===== src/rtl/aes_pkg.sv =====
`default_nettype none
// ============================================================================
// Module      : aes_pkg
// Description : Shared Rijndael types, ShiftRows offset tables and lookup.
// Revision    : 1.0 - initial release
// ============================================================================
package aes_pkg;

    typedef logic [7:0]  byte_t;
    typedef logic [31:0] col_t;

    // Nibble r holds the left-rotation applied to row r.
    localparam logic [15:0] OFF_NB4 = {4'd3, 4'd2, 4'd1, 4'd0};
    localparam logic [15:0] OFF_NB6 = {4'd3, 4'd2, 4'd1, 4'd0};
    localparam logic [15:0] OFF_NB8 = {4'd4, 4'd3, 4'd1, 4'd0};

    function automatic int row_offset(input int nb, input int r);
        logic [15:0] tbl;
        case (nb)
            8:       tbl = OFF_NB8;
            6:       tbl = OFF_NB6;
            default: tbl = OFF_NB4;
        endcase
        return int'(tbl[4*r +: 4]);
    endfunction

endpackage
`default_nettype wire


===== src/rtl/shift_rows_pipe_if.sv =====
`default_nettype none
// ============================================================================
// Module      : shift_rows_pipe_if
// Description : Valid/ready state channel (in and out sides) of shift_rows_pipe.
// Revision    : 1.0 - initial release
// ============================================================================
interface shift_rows_pipe_if #(
    parameter int NB    = 4,
    parameter int TAG_W = 4
);
    localparam int W = 32 * NB;

    logic             in_valid;
    logic             in_ready;
    logic [W-1:0]     in_data;
    logic             in_inv;
    logic [TAG_W-1:0] in_tag;
    logic             out_valid;
    logic             out_ready;
    logic [W-1:0]     out_data;
    logic [TAG_W-1:0] out_tag;

    modport master (
        output in_valid, in_data, in_inv, in_tag, out_ready,
        input  in_ready, out_valid, out_data, out_tag
    );

    modport slave (
        input  in_valid, in_data, in_inv, in_tag, out_ready,
        output in_ready, out_valid, out_data, out_tag
    );
endinterface
`default_nettype wire


===== src/rtl/row_rotate.sv =====
`default_nettype none
// ============================================================================
// Module      : row_rotate
// Description : Rotates one state row left (forward) or right (inverse) by OFF
//               bytes. Inverse network only built with SHIFT_ROWS_INV_EN.
// Revision    : 1.0 - initial release
// ============================================================================
module row_rotate #(
    parameter int NB  = 4,
    parameter int OFF = 0
) (
    input  wire logic [8*NB-1:0] row,
    input  wire logic            inv,
    output logic      [8*NB-1:0] rotated
);

    logic [8*NB-1:0] w_fwd;

    // Byte c sits at the MSB end for c=0, matching the column-major state layout.
    for (genvar c = 0; c < NB; c++) begin : g_fwd
        localparam int c_src = (c + OFF) % NB;
        assign w_fwd[8*NB-1-8*c -: 8] = row[8*NB-1-8*c_src -: 8];
    end

`ifdef SHIFT_ROWS_INV_EN
    logic [8*NB-1:0] w_inv;

    for (genvar c = 0; c < NB; c++) begin : g_inv
        localparam int c_src = (c - OFF + NB) % NB;
        assign w_inv[8*NB-1-8*c -: 8] = row[8*NB-1-8*c_src -: 8];
    end

    assign rotated = inv ? w_inv : w_fwd;
`else
    logic w_unused_inv;
    assign w_unused_inv = inv;
    assign rotated      = w_fwd;
`endif

endmodule
`default_nettype wire


===== src/rtl/shift_rows_pipe.sv =====
`default_nettype none
// ============================================================================
// Module      : shift_rows_pipe
// Description : Registered ShiftRows/InvShiftRows stage for Nb = 4/6/8 with a
//               2-entry skid buffer. InvShiftRows honoured with SHIFT_ROWS_INV_EN.
// Revision    : 1.0 - initial release
// ============================================================================
module shift_rows_pipe
    import aes_pkg::*;
#(
    parameter int NB    = 4,
    parameter int TAG_W = 4
) (
    input  wire logic        clk,
    input  wire logic        rst,
    shift_rows_pipe_if.slave bus
);

    localparam int W = 32 * NB;

    typedef enum logic [1:0] {
        S_EMPTY = 2'd0,
        S_ONE   = 2'd1,
        S_FULL  = 2'd2
    } state_t;

    if (!(NB == 4 || NB == 6 || NB == 8)) begin : g_bad_nb
        $error("shift_rows_pipe: NB must be 4, 6 or 8");
    end

    logic [W-1:0]     w_shifted;
    logic             w_in_hs;
    logic             w_out_hs;

    state_t           r_state;
    logic             r_out_valid;
    logic             r_in_ready;
    logic [W-1:0]     r_prim_data;
    logic [TAG_W-1:0] r_prim_tag;
    logic [W-1:0]     r_skid_data;
    logic [TAG_W-1:0] r_skid_tag;

    // Gather each row out of the column-major state, rotate it, scatter it back.
    for (genvar r = 0; r < 4; r++) begin : g_row
        logic [8*NB-1:0] w_row_in;
        logic [8*NB-1:0] w_row_out;

        for (genvar c = 0; c < NB; c++) begin : g_byte
            assign w_row_in[8*NB-1-8*c -: 8]      = bus.in_data[W-1-8*(4*c+r) -: 8];
            assign w_shifted[W-1-8*(4*c+r) -: 8] = w_row_out[8*NB-1-8*c -: 8];
        end

        row_rotate #(
            .NB  (NB),
            .OFF (row_offset(NB, r))
        ) u_row_rotate (
            .row     (w_row_in),
            .inv     (bus.in_inv),
            .rotated (w_row_out)
        );
    end

    assign bus.in_ready  = r_in_ready & ~rst;
    assign bus.out_valid = r_out_valid;
    assign bus.out_data  = r_prim_data;
    assign bus.out_tag   = r_prim_tag;

    assign w_in_hs  = bus.in_valid & bus.in_ready;
    assign w_out_hs = r_out_valid & bus.out_ready;

    always_ff @(posedge clk) begin
        if (rst) begin
            r_state     <= S_EMPTY;
            r_out_valid <= 1'b0;
            r_in_ready  <= 1'b1;
            r_prim_data <= '0;
            r_prim_tag  <= '0;
            r_skid_data <= '0;
            r_skid_tag  <= '0;
        end else begin
            case (r_state)
                S_EMPTY: begin
                    if (w_in_hs) begin
                        r_prim_data <= w_shifted;
                        r_prim_tag  <= bus.in_tag;
                        r_out_valid <= 1'b1;
                        r_state     <= S_ONE;
                    end
                end
                S_ONE: begin
                    if (w_in_hs && w_out_hs) begin
                        r_prim_data <= w_shifted;
                        r_prim_tag  <= bus.in_tag;
                    end else if (w_in_hs) begin
                        // Downstream stalled: park the in-flight transfer.
                        r_skid_data <= w_shifted;
                        r_skid_tag  <= bus.in_tag;
                        r_in_ready  <= 1'b0;
                        r_state     <= S_FULL;
                    end else if (w_out_hs) begin
                        r_out_valid <= 1'b0;
                        r_state     <= S_EMPTY;
                    end
                end
                S_FULL: begin
                    if (w_out_hs) begin
                        r_prim_data <= r_skid_data;
                        r_prim_tag  <= r_skid_tag;
                        r_in_ready  <= 1'b1;
                        r_state     <= S_ONE;
                    end
                end
                default: begin
                    r_state     <= S_EMPTY;
                    r_out_valid <= 1'b0;
                    r_in_ready  <= 1'b1;
                end
            endcase
        end
    end

endmodule
`default_nettype wire


===== src/flat_wrapper.sv =====
// flat-port wrapper written by rule: the top's interface ports become plain ports
module shift_rows_pipe_flat import aes_pkg::*;
#(
    parameter int NB    = 4,
    parameter int TAG_W = 4
)
  (clk, rst, bus_in_valid, bus_in_data, bus_in_inv, bus_in_tag, bus_out_ready, bus_in_ready, bus_out_valid, bus_out_data, bus_out_tag);
  shift_rows_pipe_if #(.NB(NB), .TAG_W(TAG_W)) bus_i ();
  input  wire logic clk;
  input  wire logic rst;
  input wire logic [$bits(bus_i.in_valid)-1:0] bus_in_valid;
  input wire logic [$bits(bus_i.in_data)-1:0] bus_in_data;
  input wire logic [$bits(bus_i.in_inv)-1:0] bus_in_inv;
  input wire logic [$bits(bus_i.in_tag)-1:0] bus_in_tag;
  input wire logic [$bits(bus_i.out_ready)-1:0] bus_out_ready;
  output wire logic [$bits(bus_i.in_ready)-1:0] bus_in_ready;
  output wire logic [$bits(bus_i.out_valid)-1:0] bus_out_valid;
  output wire logic [$bits(bus_i.out_data)-1:0] bus_out_data;
  output wire logic [$bits(bus_i.out_tag)-1:0] bus_out_tag;
  assign bus_i.in_valid = bus_in_valid;
  assign bus_i.in_data = bus_in_data;
  assign bus_i.in_inv = bus_in_inv;
  assign bus_i.in_tag = bus_in_tag;
  assign bus_i.out_ready = bus_out_ready;
  assign bus_in_ready = bus_i.in_ready;
  assign bus_out_valid = bus_i.out_valid;
  assign bus_out_data = bus_i.out_data;
  assign bus_out_tag = bus_i.out_tag;
  shift_rows_pipe #(.NB(NB), .TAG_W(TAG_W)) u_core (.clk(clk), .rst(rst), .bus(bus_i));
endmodule

===== config.mk =====
export PLATFORM = sky130hd
export DESIGN_NAME = shift_rows_pipe_flat
export DESIGN_NICKNAME = d
export VERILOG_FILES = /design/src/rtl/aes_pkg.sv /design/src/rtl/shift_rows_pipe_if.sv /design/src/rtl/row_rotate.sv /design/src/rtl/shift_rows_pipe.sv /design/src/flat_wrapper.sv
export SDC_FILE = /design/constraint.sdc
export NUM_CORES = 1
export LEC_CHECK = 0
export BUFFER_PORTS_ARGS = -buffer_cell sky130_fd_sc_hd__buf_2
export CELL_PAD_IN_SITES_DETAIL_PLACEMENT = 1
export CELL_PAD_IN_SITES_GLOBAL_PLACEMENT = 1
export CORE_ASPECT_RATIO = 1.1
export CORE_UTILIZATION = 38
export DETAILED_ROUTE_END_ITERATION = 7
export GPL_ROUTABILITY_DRIVEN = 0
export HOLD_SLACK_MARGIN = 0.1
export PLACE_DENSITY = 0.85
export SETUP_SLACK_MARGIN = 0.02
export SLEW_MARGIN = 20
export SYNTH_ARGS = -nofsm -noshare
export SYNTH_HDL_FRONTEND = slang
export SYNTH_SLANG_ARGS = --single-unit

===== constraint.sdc =====
create_clock -name clk -period 2.33 [get_ports clk]
set_input_delay 0.466 -clock clk [delete_from_list [all_inputs] [get_ports clk]]
set_output_delay 0.466 -clock clk [all_outputs]
set_load 0.03 [all_outputs]

**After elaboration in Yosys (flattened, before gate mapping)**

Index checks and enable logic that the tools add are counted.

- Register bits: 268
- Input bits: 137
- Output and inout port bits: 134
- Word-level logic and storage cells: 55

- Equality and inequality tests: 10
- Multiplexer cells: 23
- Bitwise gates (word level): 7
- Reductions and logical operators: 8

Operator list:

| kind | number |
|---|---|
| 2-to-1 mux 128 bit | 3 |
| one-hot mux 128 bit (3 select lines) | 1 |
| 2-to-1 mux 4 bit | 3 |
| one-hot mux 4 bit (3 select lines) | 1 |
| AND reduction 4 bit | 3 |
| 2-to-1 mux 2 bit | 5 |
| != test 2 x 1 -> 1 bit, second input constant | 5 |
| 2-to-1 mux 1 bit | 7 |
| one-hot mux 1 bit (3 select lines) | 2 |
| one-hot mux 2 bit (3 select lines) | 1 |
| AND reduction 5 bit | 1 |
| != test 2 bit, second input constant | 2 |
| inverter 1 bit | 4 |
| bitwise AND 1 bit | 3 |
| != test 3 x 1 -> 1 bit, second input constant | 1 |
| AND reduction 3 bit | 1 |
| nonzero test 3 bit | 1 |
| == test 2 x 1 -> 1 bit, second input constant | 1 |
| == test 2 bit, second input constant | 1 |
| zero test 2 bit | 1 |
| logical AND 1 bit | 1 |

**Longest topological paths before layout**

- Depth after elaboration: 6
- Mapped depth: 7

**Modules after synthesis**

From an unflattened synthesis, not the netlist that was laid out.

- Cell total of the unflattened synthesis: 1,345
- Area, all modules: 13,954.6 um2

By module, submodules not included:

| module | times used | cells each | area each (um2) | sequential area each (um2) |
|---|---|---|---|---|
| shift_rows_pipe | 1 | 1,217 | 12,993.7 | 5,365.1 |
| row_rotate | 4 | 32 | 240.2 | 0.0 |

**Worst setup path before layout**

OpenSTA, ideal clock, no wires.

- Kind: input to register
- Start point: input rst
- End point: register u_core.r_prim_data[10], in the netlist u_core.bus.out_data[10]
- Arrival time: 1.602 ns
- Data required time: 2.239 ns
- Setup slack: 0.637 ns
- Cell stages on the path: 7
- Buffers on the path: 3
- Path through: buf_2 and4bb_2 o22a_2 buf_4 buf_4 nor2_1 a311oi_1

- Word-level cells in the longest chain between the ends: 6
- Elaborated cells between the ends (all ways): 7
- Those cells by class: eq/ne: 2; bitwise: 3; reduce/logical: 2

Ends and longest elaborated chain:

| item | RTL line | text |
|---|---|---|
| from (decl) | flat_wrapper.sv:10 | `input wire logic rst;` |
| inverter 1 bit | shift_rows_pipe.sv:63 | `assign bus.in_ready = r_in_ready & ~rst;` |
| bitwise AND 1 bit | shift_rows_pipe.sv:63 |  |
| bitwise AND 1 bit | shift_rows_pipe.sv:68 | `assign w_in_hs = bus.in_valid & bus.in_ready;` |
| logical AND 1 bit | shift_rows_pipe.sv:91 | `if (w_in_hs && w_out_hs) begin` |
| != test 2 x 1 -> 1 bit (no line) | -- |  |
| AND reduction 4 bit (no line) | -- |  |
| to (signal assigned) | shift_rows_pipe.sv:84 | `r_prim_data <= w_shifted;` |
| to (signal assigned) | shift_rows_pipe.sv:92 | `r_prim_data <= w_shifted;` |
| to (signal assigned) | shift_rows_pipe.sv:107 | `r_prim_data <= r_skid_data;` |
| to (decl) | shift_rows_pipe.sv:38 | `logic [W-1:0] r_prim_data;` |

Several ways; a longest one is shown, not always the timed one.
A chain may end at the register's enable or synchronous reset.

**Worst setup path in the final report**

- Start point: register u_core.r_state[1]
- End point: register u_core.r_prim_data[0], in the netlist u_core.bus.out_data[0]

- Word-level cells in the longest chain between the ends: 3
- Elaborated cells between the ends (all ways): 9
- Those cells by class: eq/ne: 5; mux: 1; reduce/logical: 3

Ends and longest elaborated chain:

| item | RTL line | text |
|---|---|---|
| from (decl) | shift_rows_pipe.sv:35 | `state_t r_state;` |
| from (signal assigned) | shift_rows_pipe.sv:73 | `r_state <= S_EMPTY;` |
| from (signal assigned) | shift_rows_pipe.sv:87 | `r_state <= S_ONE;` |
| from (signal assigned) | shift_rows_pipe.sv:99 | `r_state <= S_FULL;` |
| == test 2 bit (tied with other cells) | shift_rows_pipe.sv:81 | `case (r_state)` |
| != test 2 x 1 -> 1 bit (no line) or nonzero test 3 bit (tied branches) | -- |  |
| AND reduction 4 bit (no line) | -- |  |

Several ways; a longest one is shown, not always the timed one.

==> metrics.md <==
| Metric | Value |
|---|---|
| Share of cells above drive strength 1 | 21.9% |
| Post-synthesis cell type count | 26 |
| Number of clock sinks | 268 |
| Setup repair after global routing missed its margin | no |
| # resized after CTS | 0 |
| Final-report hold violation count | 0 |
| Final Non-Filler Cells | 1,917 |
| Number of top-level design ports | 271 |
| Area share of the largest cell type after synthesis | 51.6% |
| Min-delay worst type | in -> reg |
| Number of max-slew violations in the final report | 0 |
| Filler cell count | 3,330 |
| Crit path capture type | register |
| Setup tns final | 0 ns |
| HPWL after detailed placement | 19,400 um |
| Final setup violation count | 0 |
| Top cells by instance count after synthesis | sky130_fd_sc_hd__nand2_1 (530), sky130_fd_sc_hd__dfxtp_1 (268), sky130_fd_sc_hd__a21oi_1 (135) |
| Slowest Stage Delay on Critical Path | 0.54 ns |
| Total placed cells including tap cells | 1,862 |
| Clock H-tree levels | 1 |
| List of cells traversed by the critical path | nor2b_4 > buf_12 > nand2_1 > a311oi_1 |
| Synthesized area per cell | 7.77 um^2 |
| Dominant cells by area after synthesis | sky130_fd_sc_hd__dfxtp_1 (52%), sky130_fd_sc_hd__nand2_1 (19%), sky130_fd_sc_hd__a311oi_1 (11%), sky130_fd_sc_hd__a21oi_1 (6.5%), sky130_fd_sc_hd__nor2_1 (4.8%) |
| Wire length after detailed routing | 32,100 um |
| Area overhead of the layout relative to synthesis | 25.1% |
| Cell area power density | 910 nW/um^2 |
| Cell type group with the largest total delay on the critical path | buffers and inverters |
| Shortest clock period the worst path allows after layout | 2.02 ns |
| Reg-to-reg slack, setup | 0.31 ns |
| Net total in the final layout | 1,673 |
| Leakage | 5.26 nW |
| Worst-margin pin slew | 0.683 ns |
| First drt pass iteration count | 5 |
| Run status | complete, no violations |
| Number of buffers inserted by port buffering | 269 |
| Synthesized instance count | 1,337 |
| Vias after detailed routing | 10.0k |
| Chip width | 160 um |
| Flip-flop cell with the highest count after synthesis | sky130_fd_sc_hd__dfxtp_1 |
| Post-route DRC violation count | 0 |
| Library cell with the highest instance count after synthesis | sky130_fd_sc_hd__nand2_1 |
| Number of register bits inferred by synthesis | 268 |
| Cell type with the highest aggregate area in the netlist | sky130_fd_sc_hd__dfxtp_1 |
| Clock input transition at the sequential cells of the worst setup and hold paths | 0.06 ns |
| Average via count per standard cell | 5.24 |
| CTS buffer count | 29 |
| Net count of the mapped netlist | 1,474 |
| Buffers & Inverters on Critical Path | 1 |
| Remaining global-route overflow | 0 |
| Hold Buf Count CTS | 0 |
| Hold_ws | 0.167 ns |
| Required @ worst endpoint | 2.75 ns |
| Buffers inserted during post-CTS setup optimization | 0 |
| Kind of start point of the critical path | register |
| Seq/Total Area, Yosys | 51.6% |
| Core Region | 26,900 um^2 |
| Asr flop ratio synth | 0% |
| Number of synthesized flops with an enable pin | 0 |
| Final worst path period share | 86.7% |
| Initial antenna violation count | 5 |
| FMAX | 0.495 GHz |
| CTS tree | built |
| Total standard cell area after synthesis | 10,400 um^2 |
| Crit path max-delay cell type | sky130_fd_sc_hd__buf_12 |
| Largest net degree at the start of global routing | 153 |
| Starting density of the core | 38.7% |
| Antenna Nets Post-Route | 0 |
| Layout Skew | 0.0202 ns |
| Die Area | 28,000 um^2 |
| FP Rows | 63 |
| Die Ht | 175 um |
| Count of routing violations after the opening detailed-route iteration | 642 |
| Worst Path Max Fanout | 132 |
| Root buf cell | sky130_fd_sc_hd__clkbuf_16 |
| Crit path DAT | 2.44 ns |
| Bufs on Longest Clock Path | 3 |
| Warnings from Yosys | 0 |
| Post-detailed-route wirelength per cell | 16.7 um |
| Global-route usage over all layers | 22.2% |
| Critical Setup Path Class | reg -> reg |
| Later-pin clock latency in the skew report | 0.55 ns |
| First-pass GRT wire length | 51,300 um |
| Vias in the first global route | 10.3k |
| Max VDD drop | 587 uV |
| Max-cap viol count | 0 |
| Remaining max-slew budget at the tightest pin | 54.5% |
## registers in the layout, summed over array words and instances, names as in the netlist
register,count
u_core.r_skid_tag,4
u_core.r_in_ready,1
u_core.r_skid_data,128
u_core.bus.out_tag,4
u_core.bus.out_valid,1
u_core.r_state,2
u_core.bus.out_data,128
## layout make-up
type	instances	area [um^2]	area share, %
Tap cell	357	447	3.44
Multi-Input combinational cell	951	4490	34.6
Clock buffer	39	833	6.41
Sequential cell	268	5370	41.3
Timing Repair Buffer	286	1660	12.8
Clock inverter	12	193	1.48
Antenna cell	4	10.0	0.0770
## stage by stage
stage                     util, %  total power, mW  worst slack, ns  cell area [um^2]
after floorplan                 -             6.37            0.637             10400
after global placement       44.5             6.95            0.384             12000
after detailed placement     44.5             7.01            0.301             12000
after CTS                    48.3             12.0            0.300             13000
after global routing         48.4             12.3            0.194             13000
final                        48.4             11.8            0.310             13000
## power by group
group / switching (mW) / total, mW / internal (mW)
sequential: 0.162 / 5.07 / 4.90
combinational: 1.27 / 1.85 / 0.582
clock: 1.87 / 4.91 / 3.04
## metal layers
layer / track usage [%] / vias to the layer above / part of all wire, %
met2: 41.4 / 216 / 51
met3: 3.80 / 55 / 4.6
met4: 8.09 / 2 / 2.7
met5: 0 / - / 0.047
li1: - / 4899 / -
met1: 25.3 / 4868 / 41
## path summary, 6_finish.rpt
check	from	end	depth (start not counted)
worst max register to register	u_core.r_state[1]	u_core.bus.out_data[0]	4
worst min-delay path	bus_in_data[111]	u_core.r_skid_data[47]	3
worst min register to register	u_core.r_skid_data[15]	u_core.r_skid_data[15]	2
worst max-delay path	u_core.r_state[1]	u_core.bus.out_data[0]	4
## worst reg2reg max path, delay by kind of cell (launching register included)
family / cells / cell delay, ns
flops: 1 / 0.52
buf+inv: 1 / 0.54
compound gates: 1 / 0.36
simple gates: 2 / 0.49
## cells by family (layout without fill, tap and decap cells)
logic type	Yosys count	count (layout)	synth area share [%]
other cells	0	4	0
flops	268	268	51.6
simple gates	678	678	24.9
compound gates	273	273	18.1
buf+inv	118	337	5.37
## placed cells by master, fill, tap and decap left out, types with 5 or more instances in the layout
| cell type | n |
|---|---|
| sky130_fd_sc_hd__buf_2 | 268 |
| sky130_fd_sc_hd__buf_12 | 14 |
| sky130_fd_sc_hd__clkbuf_16 | 29 |
| sky130_fd_sc_hd__dfxtp_1 | 268 |
| sky130_fd_sc_hd__nand2_1 | 530 |
| sky130_fd_sc_hd__clkbuf_8 | 8 |
| sky130_fd_sc_hd__bufinv_16 | 5 |
| sky130_fd_sc_hd__nor2_1 | 133 |
| sky130_fd_sc_hd__clkinv_2 | 5 |
| sky130_fd_sc_hd__a311oi_1 | 132 |
| sky130_fd_sc_hd__a21oi_1 | 135 |
Power figures use the tool's default switching activity.
